`src/rtl/rob_commit.sv`:
```
// In-order reorder buffer feeding the register-file write-back port.
// Entries are allocated at the tail, completed from the CDB in any order,
// and retired strictly from the head. Register writes are emitted as a
// one-cycle rob_we strobe with index/data already stable one cycle earlier.
//
// state  | meaning
// -------+-------------------------------------------------------------
// IDLE   | waiting for the head entry to be done; non-writers pop here
// SETUP  | rob_windex/rob_wdata loaded, rob_we rises on the next edge
// STROBE | rob_we high for this cycle; head pops at the end of it

module rob_commit #(
  parameter int DEPTH = 8,
  parameter int TAG_W = 3
) (
  input  logic             clk,
  input  logic             rst_n,
  input  logic             issue_valid,
  input  logic [5:0]       issue_op,
  input  logic [4:0]       issue_dest,
  output logic             issue_ready,
  output logic [TAG_W-1:0] issue_tag,
  input  logic             cdb_valid,
  input  logic [TAG_W-1:0] cdb_tag,
  input  logic [31:0]      cdb_data,
  input  logic             flush,
  output logic             rob_we,
  output logic [31:0]      rob_wdata,
  output logic [4:0]       rob_windex,
  output logic [TAG_W:0]   rob_count
);

  typedef enum logic [1:0] {
    IDLE   = 2'd0,
    SETUP  = 2'd1,
    STROBE = 2'd2
  } state_t;

  localparam logic [TAG_W:0]   FULL_CNT = (TAG_W+1)'(DEPTH);
  localparam logic [TAG_W-1:0] PTR_ONE  = TAG_W'(1);

  logic [DEPTH-1:0] ent_valid;
  logic [DEPTH-1:0] ent_done;
  logic [DEPTH-1:0] ent_wr;
  logic [4:0]       ent_dest [DEPTH];
  logic [31:0]      ent_data [DEPTH];

  logic [TAG_W-1:0] head;
  logic [TAG_W-1:0] tail;
  logic [TAG_W:0]   count;
  state_t           state;

  logic             issue_accept;
  logic             op_writes;
  logic             cdb_hit;
  logic             head_ready;
  logic [TAG_W-1:0] head_nxt;
  logic             nxt_ready;
  logic             pop;
  logic [TAG_W:0]   count_nxt;

  assign issue_ready  = (count != FULL_CNT);
  assign issue_tag    = tail;
  assign rob_count    = count;
  assign issue_accept = issue_valid && issue_ready;

  // sw and bne retire without touching the register file
  assign op_writes = (issue_op != 6'b000111) && (issue_op != 6'b001000);

  // The allocate guard is belt-and-braces: a free tail slot is never valid.
  assign cdb_hit = cdb_valid && ent_valid[cdb_tag] && !ent_done[cdb_tag]
                   && !(issue_accept && (cdb_tag == tail));

  assign head_ready = ent_valid[head] && ent_done[head];
  assign head_nxt   = head + PTR_ONE;
  assign nxt_ready  = ent_valid[head_nxt] && ent_done[head_nxt] && ent_wr[head_nxt];

  // A head pops either as a silent retire from IDLE or at the end of its strobe
  assign pop = !flush && (((state == IDLE) && head_ready && !ent_wr[head])
                          || (state == STROBE));

  // Occupancy update for simultaneous allocate and retire
  always_comb begin
    count_nxt = count;
    case ({issue_accept, pop})
      2'b10:   count_nxt = count + 1'b1;
      2'b01:   count_nxt = count - 1'b1;
      default: count_nxt = count;
    endcase
  end

  // Entry storage: allocate at tail, capture CDB results, free popped head
  always_ff @(posedge clk or negedge rst_n) begin
    if (!rst_n) begin
      ent_valid <= '0;
      ent_done  <= '0;
      ent_wr    <= '0;
      for (int i = 0; i < DEPTH; i++) begin
        ent_dest[i] <= '0;
        ent_data[i] <= '0;
      end
    end else if (flush) begin
      ent_valid <= '0;
      ent_done  <= '0;
    end else begin
      if (pop) begin
        ent_valid[head] <= 1'b0;
      end
      if (issue_accept) begin
        ent_valid[tail] <= 1'b1;
        ent_done[tail]  <= 1'b0;
        ent_wr[tail]    <= op_writes;
        ent_dest[tail]  <= issue_dest;
      end
      if (cdb_hit) begin
        ent_done[cdb_tag] <= 1'b1;
        ent_data[cdb_tag] <= cdb_data;
      end
    end
  end

  // Head/tail pointers and occupancy count
  always_ff @(posedge clk or negedge rst_n) begin
    if (!rst_n) begin
      head  <= '0;
      tail  <= '0;
      count <= '0;
    end else if (flush) begin
      head  <= '0;
      tail  <= '0;
      count <= '0;
    end else begin
      if (pop) begin
        head <= head_nxt;
      end
      if (issue_accept) begin
        tail <= tail + PTR_ONE;
      end
      count <= count_nxt;
    end
  end

  // Commit FSM with registered write-back outputs
  always_ff @(posedge clk or negedge rst_n) begin
    if (!rst_n) begin
      state      <= IDLE;
      rob_we     <= 1'b0;
      rob_wdata  <= '0;
      rob_windex <= '0;
    end else if (flush) begin
      state  <= IDLE;
      rob_we <= 1'b0;
    end else begin
      case (state)
        IDLE: begin
          rob_we <= 1'b0;
          if (head_ready && ent_wr[head]) begin
            rob_windex <= ent_dest[head];
            rob_wdata  <= ent_data[head];
            state      <= SETUP;
          end
        end
        SETUP: begin
          rob_we <= 1'b1;
          state  <= STROBE;
        end
        STROBE: begin
          rob_we <= 1'b0;
          if (nxt_ready) begin
            rob_windex <= ent_dest[head_nxt];
            rob_wdata  <= ent_data[head_nxt];
            state      <= SETUP;
          end else begin
            state <= IDLE;
          end
        end
        default: begin
          rob_we <= 1'b0;
          state  <= IDLE;
        end
      endcase
    end
  end

endmodule

```
`config.mk`:
```
export PLATFORM = sky130hd
export DESIGN_NAME = rob_commit
export DESIGN_NICKNAME = d
export VERILOG_FILES = /design/src/rtl/rob_commit.sv
export SDC_FILE = /design/constraint.sdc
export NUM_CORES = 1
export LEC_CHECK = 0
export ABC_AREA = 1
export BUFFER_PORTS_ARGS = -buffer_cell sky130_fd_sc_hd__buf_2
export CAP_MARGIN = 20
export CORE_MARGIN = 5
export CORE_UTILIZATION = 40
export CTS_BUF_LIST = sky130_fd_sc_hd__clkbuf_4 sky130_fd_sc_hd__clkbuf_8 sky130_fd_sc_hd__clkbuf_16
export CTS_CLUSTER_DIAMETER = 120
export CTS_CLUSTER_SIZE = 24
export DETAILED_ROUTE_END_ITERATION = 10
export SLEW_MARGIN = 20
export SYNTH_ARGS = -nofsm -noshare
export SYNTH_HDL_FRONTEND = slang
export SYNTH_SLANG_ARGS = --single-unit
```
`constraint.sdc`:
```
create_clock -name clk -period 3.61 [get_ports clk]
set_input_delay 0.5415 -clock clk [delete_from_list [all_inputs] [get_ports clk]]
set_output_delay 0.5415 -clock clk [all_outputs]
set_load 0.005 [all_outputs]
```
After elaboration in Yosys (flattened, before gate mapping)
Cells that the tools add are included.

Word-level logic and storage cells: 163. Input bits: 51. Bits in registers: 370. Output and inout port bits: 46.

Equality and inequality tests: 11. Bitwise logic cells: 11. $lt $le $gt $ge: 13. Add/sub/neg operators: 4. Muxes and demuxes: 67. Reduce and logical (&&, ||, !) cells: 31.

Operators by type and width (count): bitwise mux 256 bit (1); two-way mux 32 bit (7); binary-select mux 32 bit (select 3 bit) (2); demux 32 bit (select 3 bit) (1); two-way mux 8 bit (8); case mux 32 bit (2 select lines) (1); bitwise mux 40 bit (1); two-way mux 5 bit (7); binary-select mux 5 bit (select 3 bit) (2); binary-select mux 1 bit (select 3 bit) (8); logical AND 1 bit (18); bitwise AND 8 bit (2); greater-or-equal comparator 4 bit, second input constant (4); < comparator 3 x 4 -> 1 bit, second input constant (4); inverter 3 -> 4 bit (4); inverter 8 bit (2); bitwise OR 8 bit (2); demux 5 bit (select 3 bit) (1); two-way mux 1 bit (14); two-way mux 3 bit (4); case mux 5 bit (2 select lines) (1); demux 1 bit (select 3 bit) (3); greater-or-equal comparator 3 x 1 -> 1 bit, second input constant (3); bitwise mux 8 bit (1); 25 further kinds (36).

Longest topological paths before layout
Depth in word-level cells: 12. Mapped depth: 22. Mapped depth without buffers: 20.

Least setup slack after synthesis
Ideal clock, no wire load.

Path type: register to register. From: register head[0]. To: register count[3], in the netlist rob_count[3]. Library setup time: 118 ps. Arrival: 2398 ps. Path slack: 1094 ps. Stages on the path, launching flop included: 23. Cells stage by stage: dfrtp_1 -> buf_2 -> inv_2 -> buf_2 -> nand2_1 -> nand2_1 -> nand2_1 -> nand2_1 -> nor2_1 -> nor2_1 -> nand2_1 -> nand2_1 -> nand2_1 -> inv_1 -> ha_1 -> a21oi_1 -> nand2_1 -> xor2_1 -> inv_1 -> nand3_1 -> nand2_1 -> nand3_1 -> nand2_1.

Longest elaborated chain between the ends: 10.

Ends and longest elaborated chain: start: declaration (RTL line 48) `logic [TAG_W-1:0] head;`; start signal: assignment (RTL line 134) `head <= head_nxt;`; binary-select mux 1 bit (select 3 bit) (RTL line 74) `assign head_ready = ent_valid[head] && ent_done[head];`; two-way mux 1 bit (implied by the code) (RTL line 74); logical AND 1 bit (RTL line 74); logical AND 1 bit (RTL line 79) `assign pop = !flush && (((state == IDLE) && head_ready && !ent_wr[head])`; logical AND 1 bit * (RTL line 79); logical OR 1 bit * (RTL line 80) `|| (state == STROBE));`; logical AND 1 bit * (RTL line 79); == test 2 x 1 -> 1 bit or == test 2 bit (tied branches) (RTL line 85) `case ({issue_accept, pop})`; case mux 4 bit (2 select lines) (RTL line 85); two-way mux 4 bit (RTL line 128) `end else if (flush) begin`; end signal: assignment (RTL line 139) `count <= count_nxt;`; end: declaration (RTL line 50) `logic [TAG_W:0] count;`.

Mark *: on every way between the ends. The rest lies on a longest branch, timed or not. The select of a mux whose other input is x is not followed. A chain may end at the register's enable or synchronous reset.

Worst setup path after layout
From: register head[2]. To: register count[3], in the netlist rob_count[3].

The elaborated chain is that of the path after synthesis.

==> metrics.md <==
| Metric | Value |
|---|---|
| Async S/R FF share, synth | 100% |
| Placed Cells | 3108 |
| Maxcap violations | 0 |
| Number of global-route vias before repair | 16400 |
| Finished Layout Cells | 3130 |
| CP Capture Type | flop |
| Core ar. | 48600 um2 |
| H-tree depth | 1 |
| Starting Density | 40.1% |
| Filler cell count in the final layout | 5007 |
| Worst setup SP type | flop |
| Synth Net Count | 2602 |
| Worst endpoint required time | 4.07 ns |
| Synth cell count leaders | 606 x o21ai_0, 509 x nand2_1, 370 x dfrtp_1, 245 x inv_1, 157 x a21oi_1 |
| Synth cell types | 40 |
| Fmax | 330 MHz |
| Pwr per Cell Area | 427 nW/um2 |
| Initial antenna violation count | 1 |
| Synth Area per Inst | 7.67 um2 |
| Num ports | 97 |
| Synth Cell Area | 19500 um2 |
| Power Total | 8.90 mW |
| Most frequent cell after synthesis | o21ai_0 |
| Largest net degree at the start of global routing | 213 |
| Max clock buf depth | 3 |
| Top-area cell type share of the netlist area | 47.4% |
| Pre-antenna DRT Iters | 5 |
| Slew HR | 28.8% |
| Final HPWL DP | 33.2 mm |
| #FFs+latches synth | 370 |
| Primary FF master, synth | dfrtp_1 |
| Vias per cell | 5.50 |
| Antenna Nets Post-Route | 0 |
| Top delay family on crit path | simple AND/OR/NAND/NOR gates |
| Vias | 17200 |
| Failing checks | negative hold slack |
| Synth warnings | 0 |
| Max IR drop VDD | 0.268 mV |
| Root Driver | clkbuf_16 |
| Final setup fails | 0 |
| Final cycle utilization of the critical path | 83.9% |
| Crit-path slowest cell | dfrtp_1 |
| Setup TNS | 0 ns |
| N_diodes | 0 |
| Leakage | 9.38 nW |
| Routed length per placed instance | 18.2 um |
| Storage cell area | 9260 um2 |
| CP max stage delay | 0.50 ns |
| CP Cell Sequence | nor2_4, nand3_1, nand2_1, nor2_1, nor2_1, nand2_1, nand2_1, nand2_1, inv_1, ha_1, a21oi_1, nand2_1, xor2_1, inv_1, nand3_1, nand2_1, nand3_1, nand2_1 |
| Die ar. | 53300 um2 |
| Top cells by area, synth | dfrtp_1 47%, o21ai_0 16%, nand2_1 9.8%, inv_1 4.7%, a21oi_1 4.0% |
| Final GP Congestion | 0.870 |
| Area of the multi-input gates | 8460 um2 |
| Chip width | 231 um |
| Crit Path Max Fanout | 14 |
| Row cnt | 81 |
| Grt total ovfl | 0 |
| I/O Buffers | 96 |
| Count of hold-fix buffers inserted at cts | 0 |
| Status | finished, violations left |
| Placed inst area | 20300 um2 |
| TritonCTS clock tree | yes |
| Nets | 2563 |
| Sink Count | 370 |
| Routed WL | 57.1 mm |
| Cell mode on critical path | nand2_1 |
| Final Slew Violations | 0 |
| Syn-to-layout area delta | 6.79% |
| RSZ-0062 raised after global routing | no |
| Final Skew | 0.0304 ns |
| Post-Syn Instances | 2546 |
| Area leader, netlist | dfrtp_1 |
| Tmin final | 3.03 ns |
| Worst Setup SP | head[2]$_DFFE_PN0P_ |
| Fin area | 20800 um2 |
| Clock Pin Slew Worst Setup and Hold Paths | 0.11 ns |
| GR Util All Layers | 21.1% |
| CP bufs+invs | 2 |
| Initial DRC Count | 1595 |
| Postcts setup bufs | 0 |
| WS Path Type | flop to flop |
| First-pass GRT wire length | 91.8 mm |
| Layout cells sized above 1 | 7.85% |
| Chip height | 231 um |
| # DRC | 0 |
| Num CTS Buffers | 19 |
| Hold Slack | -0.00469 ns |
| Origin of the critical flop-to-flop path | head[2]$_DFFE_PN0P_ |
| Crit path DAT | 3.49 ns |
| Cts repair resizes | 0 |
| Hold Fails Final Rpt | 1 |
| Hold/Removal Path Class | input port to asynchronous set/reset pin |
| Worst-margin pin slew | 1.07 ns |
| Post-synth EDFFs | 0 |
| Sequential-to-total area share from yosys stat | 47.4% |
| Worst skew pair latency | 0.56 ns |
==> worst paths after layout <==
kind	to	slack, ns	depth (start not counted)
max in group asynchronous	ent_data[132]$_DFFE_PN0P_	2.76	2
min reg2reg	ent_data[122]$_DFFE_PN0P_	0.49	2
max	rob_count[3]$_DFFE_PN0P_	0.58	18
max reg2reg	rob_count[3]$_DFFE_PN0P_	0.58	18
min	issue_tag[2]$_DFFE_PN0P_	-0.005	1
min in group clk	ent_dest[22]$_DFFE_PN0P_	0.28	3
==> metrics by stage <==
step / hold WS (ns) / setup slack (ns) / utilization, %
after detailed placement: 0.473 / 0.625 / 41.8
after global routing: 0.0596 / 0.252 / 42.8
final: -0.00469 / 0.580 / 42.8
after global placement: 0.468 / 0.623 / 41.8
after floorplan: 0.246 / 1.09 / -
after CTS: 0.00896 / 0.601 / 42.8
==> cell families after synthesis <==
family	synth area share, %
adder cells (fa/ha/maj)	0.359
AND/OR/NAND/NOR	15.3
buffers and inverters	9.67
XOR/XNOR	0.269
AO/OA/AOI/OAI	26.9
flip-flops	47.4
==> power breakdown <==
part / internal [mW] / leakage (nW) / switching [mW]
Clock: 0.978 / 0.251 / 1.37
Combinational: 0.558 / 4.27 / 0.855
Sequential: 4.74 / 4.86 / 0.407
==> layer usage <==
metal / share of wire (%) / track usage [%] / vias up
li1: - / - / 8416
met1: 46 / 29.8 / 8182
met2: 46 / 35.2 / 543
met3: 5.5 / 2.20 / 83
met4: 2.4 / 5.05 / 0
met5: 0 / 0 / -
==> state kept, by name, indices dropped and copies added, names as in the netlist <==
signal,count
ent_data,256
ent_dest,40
rob_wdata,32
ent_done,8
ent_valid,8
ent_wr,8
rob_windex,5
rob_count,4
head,3
issue_tag,3
state,2
rob_we,1
==> area by class of cell <==
| type | instances | area share (%) |
|---|---|---|
| well taps | 622 | 3.73 |
| inverters | 254 | 4.61 |
| multi-input cells | 1729 | 40.6 |
| clock inverters | 2 | 0.120 |
| clock buffers | 20 | 2.32 |
| flip-flops and latches | 370 | 44.4 |
| repair buffers | 133 | 4.18 |
==> cell usage in the layout (no fill, tap or decap), drive strengths merged <==
| master | n |
|---|---|
| a21boi | 1 |
| a21oi | 158 |
| a22o | 1 |
| a22oi | 2 |
| a31oi | 1 |
| buf | 133 |
| clkbuf | 20 |
| dfrtp | 370 |
| fa | 1 |
| ha | 4 |
| inv | 256 |
| nand2 | 510 |
| nand3 | 76 |
| nand3b | 1 |
| nand4 | 11 |
| nor2 | 147 |
| nor3 | 6 |
| o2111ai | 1 |
| o211ai | 83 |
| o21a | 1 |
| o21ai | 676 |
| o21bai | 3 |
| o221ai | 36 |
| o22ai | 4 |
| xnor2 | 4 |
| xor2 | 2 |
No activity file was read; power rests on OpenSTA's default activity.
